==> config.mk <==
export PLATFORM = sky130hd
export DESIGN_NAME = tutorial_divider
export DESIGN_NICKNAME = d
export VERILOG_FILES = /design/src/rtl/tutorial_divider.sv
export SDC_FILE = /design/constraint.sdc
export NUM_CORES = 1
export LEC_CHECK = 0
export ABC_AREA = 1
export CELL_PAD_IN_SITES_DETAIL_PLACEMENT = 0
export CELL_PAD_IN_SITES_GLOBAL_PLACEMENT = 1
export CORE_MARGIN = 2
export CORE_UTILIZATION = 40
export CTS_CLUSTER_SIZE = 28
export DETAILED_ROUTE_END_ITERATION = 16
export PLACE_DENSITY_LB_ADDON = 0.1
export SYNTH_ARGS = -nofsm -noshare
export SYNTH_HDL_FRONTEND = slang
export SYNTH_SLANG_ARGS = --single-unit
==> constraint.sdc <==
create_clock -name Clock -period 3.65 [get_ports Clock]
set_input_delay 0.5475 -clock Clock [delete_from_list [all_inputs] [get_ports Clock]]
set_output_delay 0.5475 -clock Clock [all_outputs]
set_load 0.01 [all_outputs]
==> src/rtl/tutorial_divider.sv <==
`default_nettype none
// tutorial_divider: sequential restoring divider, one quotient bit per clock, start/done handshake.
// Optional macro TUTORIAL_DIV_SIGNED_EN selects two's-complement operands (quotient truncates toward zero).
module tutorial_divider #(
    parameter int N = 16
) (
    input  logic         Clock,
    input  logic         Reset,
    input  logic [N-1:0] A,
    input  logic [N-1:0] B,
    input  logic         Start,
    output logic [N-1:0] Q,
    output logic [N-1:0] R,
    output logic         Busy,
    output logic         Done,
    output logic         DivZero,
    output logic         Overflow
);

    localparam int CW = $clog2(N) + 1;

    typedef enum logic [0:0] {
        S_IDLE = 1'b0,
        S_RUN  = 1'b1
    } state_t;

    state_t         r_state;
    state_t         w_state_nxt;

    logic [N-1:0]   r_dvd;
    logic [N-1:0]   r_div;
    logic [N-1:0]   r_rem;
    logic [CW-1:0]  r_cnt;
    logic [N-1:0]   r_q;
    logic [N-1:0]   r_r;
    logic           r_done;
    logic           r_divzero;

    // The kept remainder is always below the divisor, so only the shifted/trial value needs N+1 bits.
    logic [N:0]     w_shift;
    logic [N:0]     w_trial;
    logic           w_qbit;
    logic [N:0]     w_rem_nxt;
    logic [N-1:0]   w_dvd_nxt;
    logic           w_last;
    logic           w_b_zero;
    logic [N-1:0]   w_a_mag;
    logic [N-1:0]   w_b_mag;
    logic [N-1:0]   w_q_fin;
    logic [N-1:0]   w_r_fin;

    assign w_shift   = {r_rem, r_dvd[N-1]};
    assign w_trial   = w_shift - {1'b0, r_div};
    assign w_qbit    = ~w_trial[N];
    assign w_rem_nxt = w_qbit ? w_trial : w_shift;
    assign w_dvd_nxt = {r_dvd[N-2:0], w_qbit};
    assign w_last    = (r_cnt == CW'(1));
    assign w_b_zero  = (B == '0);

`ifdef TUTORIAL_DIV_SIGNED_EN
    logic r_neg_q;
    logic r_neg_r;
    logic r_ovf_pend;
    logic r_overflow;
    logic w_ovf_in;

    assign w_a_mag  = A[N-1] ? (~A + 1'b1) : A;
    assign w_b_mag  = B[N-1] ? (~B + 1'b1) : B;
    // Most-negative / -1 is the only quotient that does not fit; its magnitude result wraps to itself.
    assign w_ovf_in = (A == {1'b1, {(N-1){1'b0}}}) && (B == '1);
    assign w_q_fin  = r_neg_q ? (~w_dvd_nxt + 1'b1) : w_dvd_nxt;
    assign w_r_fin  = r_neg_r ? (~w_rem_nxt[N-1:0] + 1'b1) : w_rem_nxt[N-1:0];
    assign Overflow = r_overflow;

    always_ff @(posedge Clock or posedge Reset) begin
        if (Reset) begin
            r_neg_q    <= 1'b0;
            r_neg_r    <= 1'b0;
            r_ovf_pend <= 1'b0;
            r_overflow <= 1'b0;
        end else if (r_state == S_IDLE && Start) begin
            r_neg_q    <= A[N-1] ^ B[N-1];
            r_neg_r    <= A[N-1];
            r_ovf_pend <= w_ovf_in;
            if (w_b_zero) begin
                r_overflow <= 1'b0;
            end
        end else if (r_state == S_RUN && w_last) begin
            r_overflow <= r_ovf_pend;
        end
    end
`else
    assign w_a_mag  = A;
    assign w_b_mag  = B;
    assign w_q_fin  = w_dvd_nxt;
    assign w_r_fin  = w_rem_nxt[N-1:0];
    assign Overflow = 1'b0;
`endif

    always_ff @(posedge Clock or posedge Reset) begin
        if (Reset) begin
            r_state <= S_IDLE;
        end else begin
            r_state <= w_state_nxt;
        end
    end

    always_comb begin
        w_state_nxt = r_state;
        case (r_state)
            S_IDLE:  if (Start && !w_b_zero) w_state_nxt = S_RUN;
            S_RUN:   if (w_last) w_state_nxt = S_IDLE;
            default: w_state_nxt = S_IDLE;
        endcase
    end

    always_ff @(posedge Clock or posedge Reset) begin
        if (Reset) begin
            r_dvd     <= '0;
            r_div     <= '0;
            r_rem     <= '0;
            r_cnt     <= '0;
            r_q       <= '0;
            r_r       <= '0;
            r_done    <= 1'b0;
            r_divzero <= 1'b0;
        end else begin
            r_done <= 1'b0;
            case (r_state)
                S_IDLE: begin
                    if (Start) begin
                        r_dvd <= w_a_mag;
                        r_div <= w_b_mag;
                        r_rem <= '0;
                        r_cnt <= CW'(N);
                        if (w_b_zero) begin
                            r_done    <= 1'b1;
                            r_divzero <= 1'b1;
                            r_q       <= '1;
                            r_r       <= A;
                        end
                    end
                end
                S_RUN: begin
                    r_rem <= w_rem_nxt[N-1:0];
                    r_dvd <= w_dvd_nxt;
                    r_cnt <= r_cnt - CW'(1);
                    if (w_last) begin
                        r_q       <= w_q_fin;
                        r_r       <= w_r_fin;
                        r_done    <= 1'b1;
                        r_divzero <= 1'b0;
                    end
                end
                default: ;
            endcase
        end
    end

    assign Q       = r_q;
    assign R       = r_r;
    assign Busy    = (r_state == S_RUN);
    assign Done    = r_done;
    assign DivZero = r_divzero;

endmodule
`default_nettype wire
==> run_results.csv, run 1 <==
group,metric,value,unit
timing,worst_pin_slew,0.793,ns
clocking,clock-sinks,88,
clocking,clkTransAtPathRegs,0.07,ns
yosys,seq_area_frac_synth,41.8,%
routing,vias_per_cell,4.80,
floorplanning,dieArea,14100,um^2
floorplanning,core_area,12700,um^2
timing,setup_tns,0,ns
final_layout,fin_nets,810,
floorplanning,row_count,41,
routing,first_pass_iters,5,
floorplanning,die_x,119,um
clocking,cts_root_buf,"clkbuf_16",
yosys,syn_area,5270,um^2
yosys,synth-edff-count,0,
routing,ant_nets,0,
global_routing,grt_first_pass_wirelength,22500,um
yosys,synthFlopType,"dfrtp_1",
clocking,cts_max_level,3,
critical_path,cpMaxStageDelayCell,"fa_1",
clocking,clkLatencyLatePin,0.35,ns
yosys,synthArstFlopShare,100,%
clocking,clockBufferDepth,2,
final_layout,seq_area,2200,um^2
yosys,ys_types,36,
yosys,synth_nets,749,
placement,dp_hpwl,10200,um
timing,maxSlewViolCount,0,
status,status,"completed",
placement,io_buffers,69,
clocking,cts_resized,0,
yosys,synth.avg_cell_area,7.58,um^2
yosys,syn_inst,695,
timing,finalCritPeriodShare,68.0,%
floorplanning,die_h,119,um
clocking,hold_buffers,0,
timing,fin_worst_skew,0.00496,ns
power_and_ir_drop,pwr-share-seq,25.6,%
global_routing,grt_max_degree,65,
power_and_ir_drop,p_int,3.70,mW
hold_path,hold_class,"register to register",
routing,num_vias,4483,
final_layout,multi_input_area,2460,um^2
timing,rsz0062_at_grt,"no",
global_routing,antenna_found_initial,0,
critical_path,worst_setup_path_end_kind,"register",
global_routing,grt.overflow.total,0,
timing,setup_viol,0,
power_and_ir_drop,power.share.clock,15.8,%
clocking,cts_setup_buffers,0,
run,maxCapViolations,0,
power_and_ir_drop,p_switching,3.26,mW
global_routing,grt_util_all_layers,20.4,%
routing,drc,0,
power_and_ir_drop,power_density,1080,nW/um^2
critical_path,critPathMaxStageDelay,0.43,ns
final_layout,area_growth_syn_to_layout,22.1,%
floorplanning,initial_utilization,41.4,%
routing,postRouteWirelength,13700,um
clocking,cts_tree,"done",
timing,finalHoldViolCount,0,
critical_path,cp_max_fo,16,
final_layout,antenna_cells,0,
timing,hold_slack,0.493,ns
critical_path,crit_type,"register to register",
floorplanning,ios,71,
critical_path,crit_top_cell,"nand2_2",
global_routing,grt_pass1_vias,4317,
timing,slew_headroom,47.1,%
clocking,cts_buffers,9,
critical_path,worst_setup_path_start_kind,"register",
timing,fmaxAchievable,403,MHz
power_and_ir_drop,pwr-share-comb,58.6,%
routing,avgRoutedWirePerCell,14.7,um
yosys,yosysWarnings,0,
power_and_ir_drop,ir_drop,363,uV
timing,min_period,2.48,ns
yosys,synth_seq_cells,88,
final_layout,fill_cells,1324,
critical_path,worstPathRequired,3.94,ns
routing,first_iter_violations,281,
placement,place_congestion,0.830,
power_and_ir_drop,p_sw_share,46.8,%
critical_path,cp.arrival,2.78,ns
power_and_ir_drop,p_leak,3.20,nW
critical_path,crit_chain,"inv_1 > ha_1 > fa_1 > inv_2 > nand2_1 > nand2_1 > nand3_1 > nand2_2 > nand2_2 > nand2_2 > nand2_2 > nand2_4 > nand3_1 > nand3_1 > nand2_1 > inv_1",
final_layout,drive_gt1_share,10.6,%
==> state kept, by name (all words and copies together), names as in the netlist <==
| signal | cells |
|---|---|
| Q | 16 |
| R | 16 |
| r_div | 16 |
| r_dvd | 16 |
| r_rem | 16 |
| r_cnt | 5 |
| Busy | 1 |
| DivZero | 1 |
| Done | 1 |
==> power by group through the flow <==
stage	clock (mW)	combinational (mW)	sequential, mW
CTS	1.12	4.13	1.78
detailed placement	0	4.10	1.80
global route	1.16	4.66	1.83
floorplan	0	3.07	1.75
global placement	0	4.05	1.79
finish	1.10	4.08	1.78
==> synthesized netlist by cell type, types with 2 or more instances <==
master	instances	area, um^2
a21oi_1	31	155
a31oi_1	16	100
dfrtp_1	88	2200
a21oi_4	2	32.5
o211ai_1	6	45.0
nor2_1	60	225
xor2_1	6	52.6
nand3_2	27	270
nand4_1	5	31.3
and2_1	4	25.0
or2_1	4	25.0
inv_1	115	432
ha_1	18	225
buf_1	3	11.3
nand3_1	58	290
inv_2	4	15.0
o21ai_0	27	135
nand2_1	168	631
or2_2	12	75.1
buf_12	2	40.0
clkbuf_1	10	37.5
buf_4	2	15.0
nand2_2	8	50.1
buf_2	6	30.0
nand2_4	2	22.5
==> layout by cell type, fill, tap and decap left out, types with 2 or more instances in the layout <==
cell             netlist  final
nand4_1                5      5
or2_2                 12     12
a21oi_1               31     31
bufinv_16              0      3
nor2_1                60     60
nand3_2               27     27
inv_1                115    114
nand2_2                8      8
nand2_1              168    168
a31oi_1               16     16
o211ai_1               6      6
buf_4                  2      5
and2_1                 4      4
a21oi_4                2      2
xor2_1                 6      6
inv_2                  4      4
clkdlybuf4s50_1        0     69
or2_1                  4      4
nand2_4                2      2
ha_1                  18     18
clkbuf_16              0      9
o21ai_0               27     27
dfrtp_1               88     87
nand3_1               58     58
==> cell families after synthesis <==
family / synth area share [%]
buffers and inverters: 11.5
AO/OA/AOI/OAI: 9.17
flip-flops: 41.8
adder cells (fa/ha/maj): 4.66
other: 0.0712
XOR/XNOR: 1.16
AND/OR/NAND/NOR: 31.7
==> worst paths after layout <==
kind	startpoint	to	slack (ns)	cells after the start
worst max register to register	r_dvd[15]$_DFFE_PP0P_	R[9]$_DFFE_PP0P_	1.17	16
min in group asynchronous	Reset	R[2]$_DFFE_PP0P_	0.52	2
max in group asynchronous	Reset	r_div[8]$_DFFE_PP0P_	2.43	3
worst max-delay path	r_dvd[15]$_DFFE_PP0P_	R[9]$_DFFE_PP0P_	1.17	16
worst min-delay path	r_div[0]$_DFFE_PP0P_	r_div[0]$_DFFE_PP0P_	0.49	2
worst min register to register	r_div[0]$_DFFE_PP0P_	r_div[0]$_DFFE_PP0P_	0.49	2
==> stage by stage <==
step	cell area [um^2]	instances	setup WS [ns]	utilization, %	total power, mW
floorplan	5270	695	0.824	-	4.82
global placement	6080	917	1.04	47.8	5.84
detailed placement	6080	917	1.03	47.8	5.90
CTS	6430	933	1.18	50.6	7.04
global route	6430	933	1.02	50.6	7.66
finish	6430	933	1.17	50.6	6.96
==> cell type report <==
cell class / instances / share of cell area, %
Inverter: 120 / 7.02
Timing Repair Buffer: 75 / 11.6
Multi-Input combinational cell: 462 / 38.3
Sequential cell: 88 / 34.3
Tap cell: 172 / 3.35
Clock inverter: 7 / 1.96
Clock buffer: 9 / 3.50
==> per-layer routing <==
metal	part of all wire, %	global-route usage [%]
met5	0	0
met4	1.6	6.77
met3	4.5	3.57
met2	46	32.7
met1	47	27.8
==> critical path: cells and delay by family (launching register included) <==
kind | cells | cell delay [ns]
simple gates | 11 | 1.14
fa+ha+maj | 2 | 0.66
flops | 1 | 0.38
buf+inv | 3 | 0.23
No activity file was read; power rests on OpenSTA's default activity.
==> run 2, diff against run 1 <==
- clock period: 3.65 -> 2.3 ns (I/O delays scaled with it)
==> run_results.csv, run 2 (synthesis gave the netlist of run 1 again) <==
group,metric,value,unit
status,status,"completed",
timing,min_period,2.21,ns
clocking,cts_tree,"done",
final_layout,antenna_cells,0,
final_layout,area_growth_syn_to_layout,30.9,%
run,maxCapViolations,0,
placement,dp_hpwl,10900,um
clocking,clockBufferDepth,2,
routing,first_pass_iters,4,
clocking,clkLatencyLatePin,0.35,ns
power_and_ir_drop,power.share.clock,13.5,%
floorplanning,dieArea,14100,um^2
placement,post_dp_cell_area,6200,um^2
power_and_ir_drop,p_int,6.29,mW
placement,io_buffers,69,
timing,maxSlewViolCount,0,
timing,slew_headroom,60.6,%
routing,postRouteWirelength,14600,um
clocking,cts_max_level,3,
power_and_ir_drop,pwr-share-seq,23.0,%
floorplanning,initial_utilization,41.4,%
floorplanning,row_count,41,
critical_path,cp_max_fo,8,
routing,ant_nets,0,
final_layout,fin_nets,828,
critical_path,crit_type,"register to register",
global_routing,antenna_found_initial,0,
placement,place_inst,926,
timing,setup_tns,0,ns
floorplanning,die_x,119,um
routing,avgRoutedWirePerCell,15.4,um
timing,setup_viol,0,
placement,place_congestion,0.881,
hold_path,hold_class,"input port to asynchronous set/reset pin",
final_layout,stdcell_area,6900,um^2
final_layout,drive_gt1_share,16.8,%
power_and_ir_drop,ir_drop,593,uV
routing,first_iter_violations,273,
power_and_ir_drop,p_leak,3.34,nW
global_routing,grt_max_degree,49,
power_and_ir_drop,pwr-share-comb,63.5,%
routing,vias_per_cell,4.86,
final_layout,final_cells,951,
routing,num_vias,4624,
global_routing,grt_util_all_layers,21.5,%
timing,worst_pin_slew,0.591,ns
power_and_ir_drop,p_sw_share,48.3,%
power_and_ir_drop,p_switching,5.89,mW
floorplanning,core_area,12700,um^2
final_layout,fill_cells,1268,
timing,fmaxAchievable,453,MHz
floorplanning,ios,71,
final_layout,final_cell_mix,"165 x nand2_1, 112 x inv_1, 85 x dfrtp_1",
power_and_ir_drop,power_density,1770,nW/um^2
critical_path,cp.arrival,2.42,ns
clocking,cts_buffers,9,
final_layout,utilization,54.2,%
clocking,clock-sinks,88,
global_routing,grt.overflow.total,0,
final_layout,final_common_cell,"nand2_1",
floorplanning,die_h,119,um
clocking,hold_buffers,0,
critical_path,worstPathRequired,2.52,ns
timing,fin_worst_skew,0.0117,ns
routing,drc,0,
clocking,cts_root_buf,"clkbuf_16",
timing,finalCritPeriodShare,96.0,%
timing,finalHoldViolCount,0,
clocking,clkTransAtPathRegs,0.07,ns
critical_path,worst_setup_path_start_kind,"register",
critical_path,worst_setup_path_end_kind,"register",
global_routing,grt_pass1_vias,4464,
global_routing,grt_first_pass_wirelength,23700,um
## run 2: worst paths after layout
check	start	cells past startpoint	end	slack (ns)
max in group asynchronous	Reset	4	r_rem[10]$_DFFE_PP0P_	1.25
hold / removal	Reset	2	r_div[3]$_DFFE_PP0P_	0.36
setup / recovery	r_dvd[15]$_DFFE_PP0P_	14	r_dvd[0]$_DFFE_PP0P_	0.09
min in group Clock	r_cnt[4]$_DFFE_PP0P_	1	r_cnt[4]$_DFFE_PP0P_	0.48
hold reg to reg	r_cnt[4]$_DFFE_PP0P_	1	r_cnt[4]$_DFFE_PP0P_	0.48
setup reg to reg	r_dvd[15]$_DFFE_PP0P_	14	r_dvd[0]$_DFFE_PP0P_	0.09
## run 2: worst max-delay path: stages (launching register included)
cell      delay, ns
dfrtp_1        0.39
inv_2          0.07
ha_4           0.17
fa_2           0.37
inv_2          0.08
nand2_2        0.05
nand2_2        0.08
nand3_2        0.07
nand2_2        0.10
nand2_4        0.10
nand2_8        0.12
nand2_8        0.10
nand2_8        0.14
buf_4          0.14
o221ai_1       0.10
## run 2: timing repair
item                       CTS  global route
buffers inserted             0             6
gates resized for setup      7            47
gates cloned                 1             2
setup endpoints to repair   15            30
pin swaps                    1            16
## run 2: metrics by stage
| stage | power (mW) | hold WS, ns | setup WS (ns) |
|---|---|---|---|
| after floorplan | 7.65 | 0.446 | 0.241 |
| after global placement | 9.34 | 0.470 | -0.0138 |
| after detailed placement | 9.43 | 0.469 | -0.0876 |
| after CTS | 11.3 | 0.375 | 0.0146 |
| after global routing | 13.3 | 0.421 | -0.0241 |
| final | 12.2 | 0.361 | 0.0913 |
## run 2: final cells by class
class | count | area, um^2 | share of cell area [%]
clock buffers | 9 | 225 | 3.27
clock inverters | 7 | 101 | 1.47
inverters | 120 | 454 | 6.59
multi-input cells | 465 | 2780 | 40.4
flip-flops and latches | 88 | 2210 | 32.0
well taps | 172 | 215 | 3.12
repair buffers | 90 | 911 | 13.2
## run 2: power groups by stage
stage	registers (mW)	clock network, mW	logic (mW)
2_1_floorplan	2.78	0	4.87
3_3_place_gp	2.77	0	6.57
3_5_place_dp	2.80	0	6.63
4_1_cts	2.77	1.67	6.85
5_1_grt	2.89	1.72	8.68
6_report	2.80	1.64	7.73
## run 2: per-layer routing
layer / track usage, % / part of all wire, % / vias up
li1: - / - / 2354
met4: 5.95 / 1.4 / 0
met5: 0 / 0 / -
met2: 34.9 / 47 / 96
met3: 3.28 / 4.2 / 14
met1: 29.8 / 47 / 2160
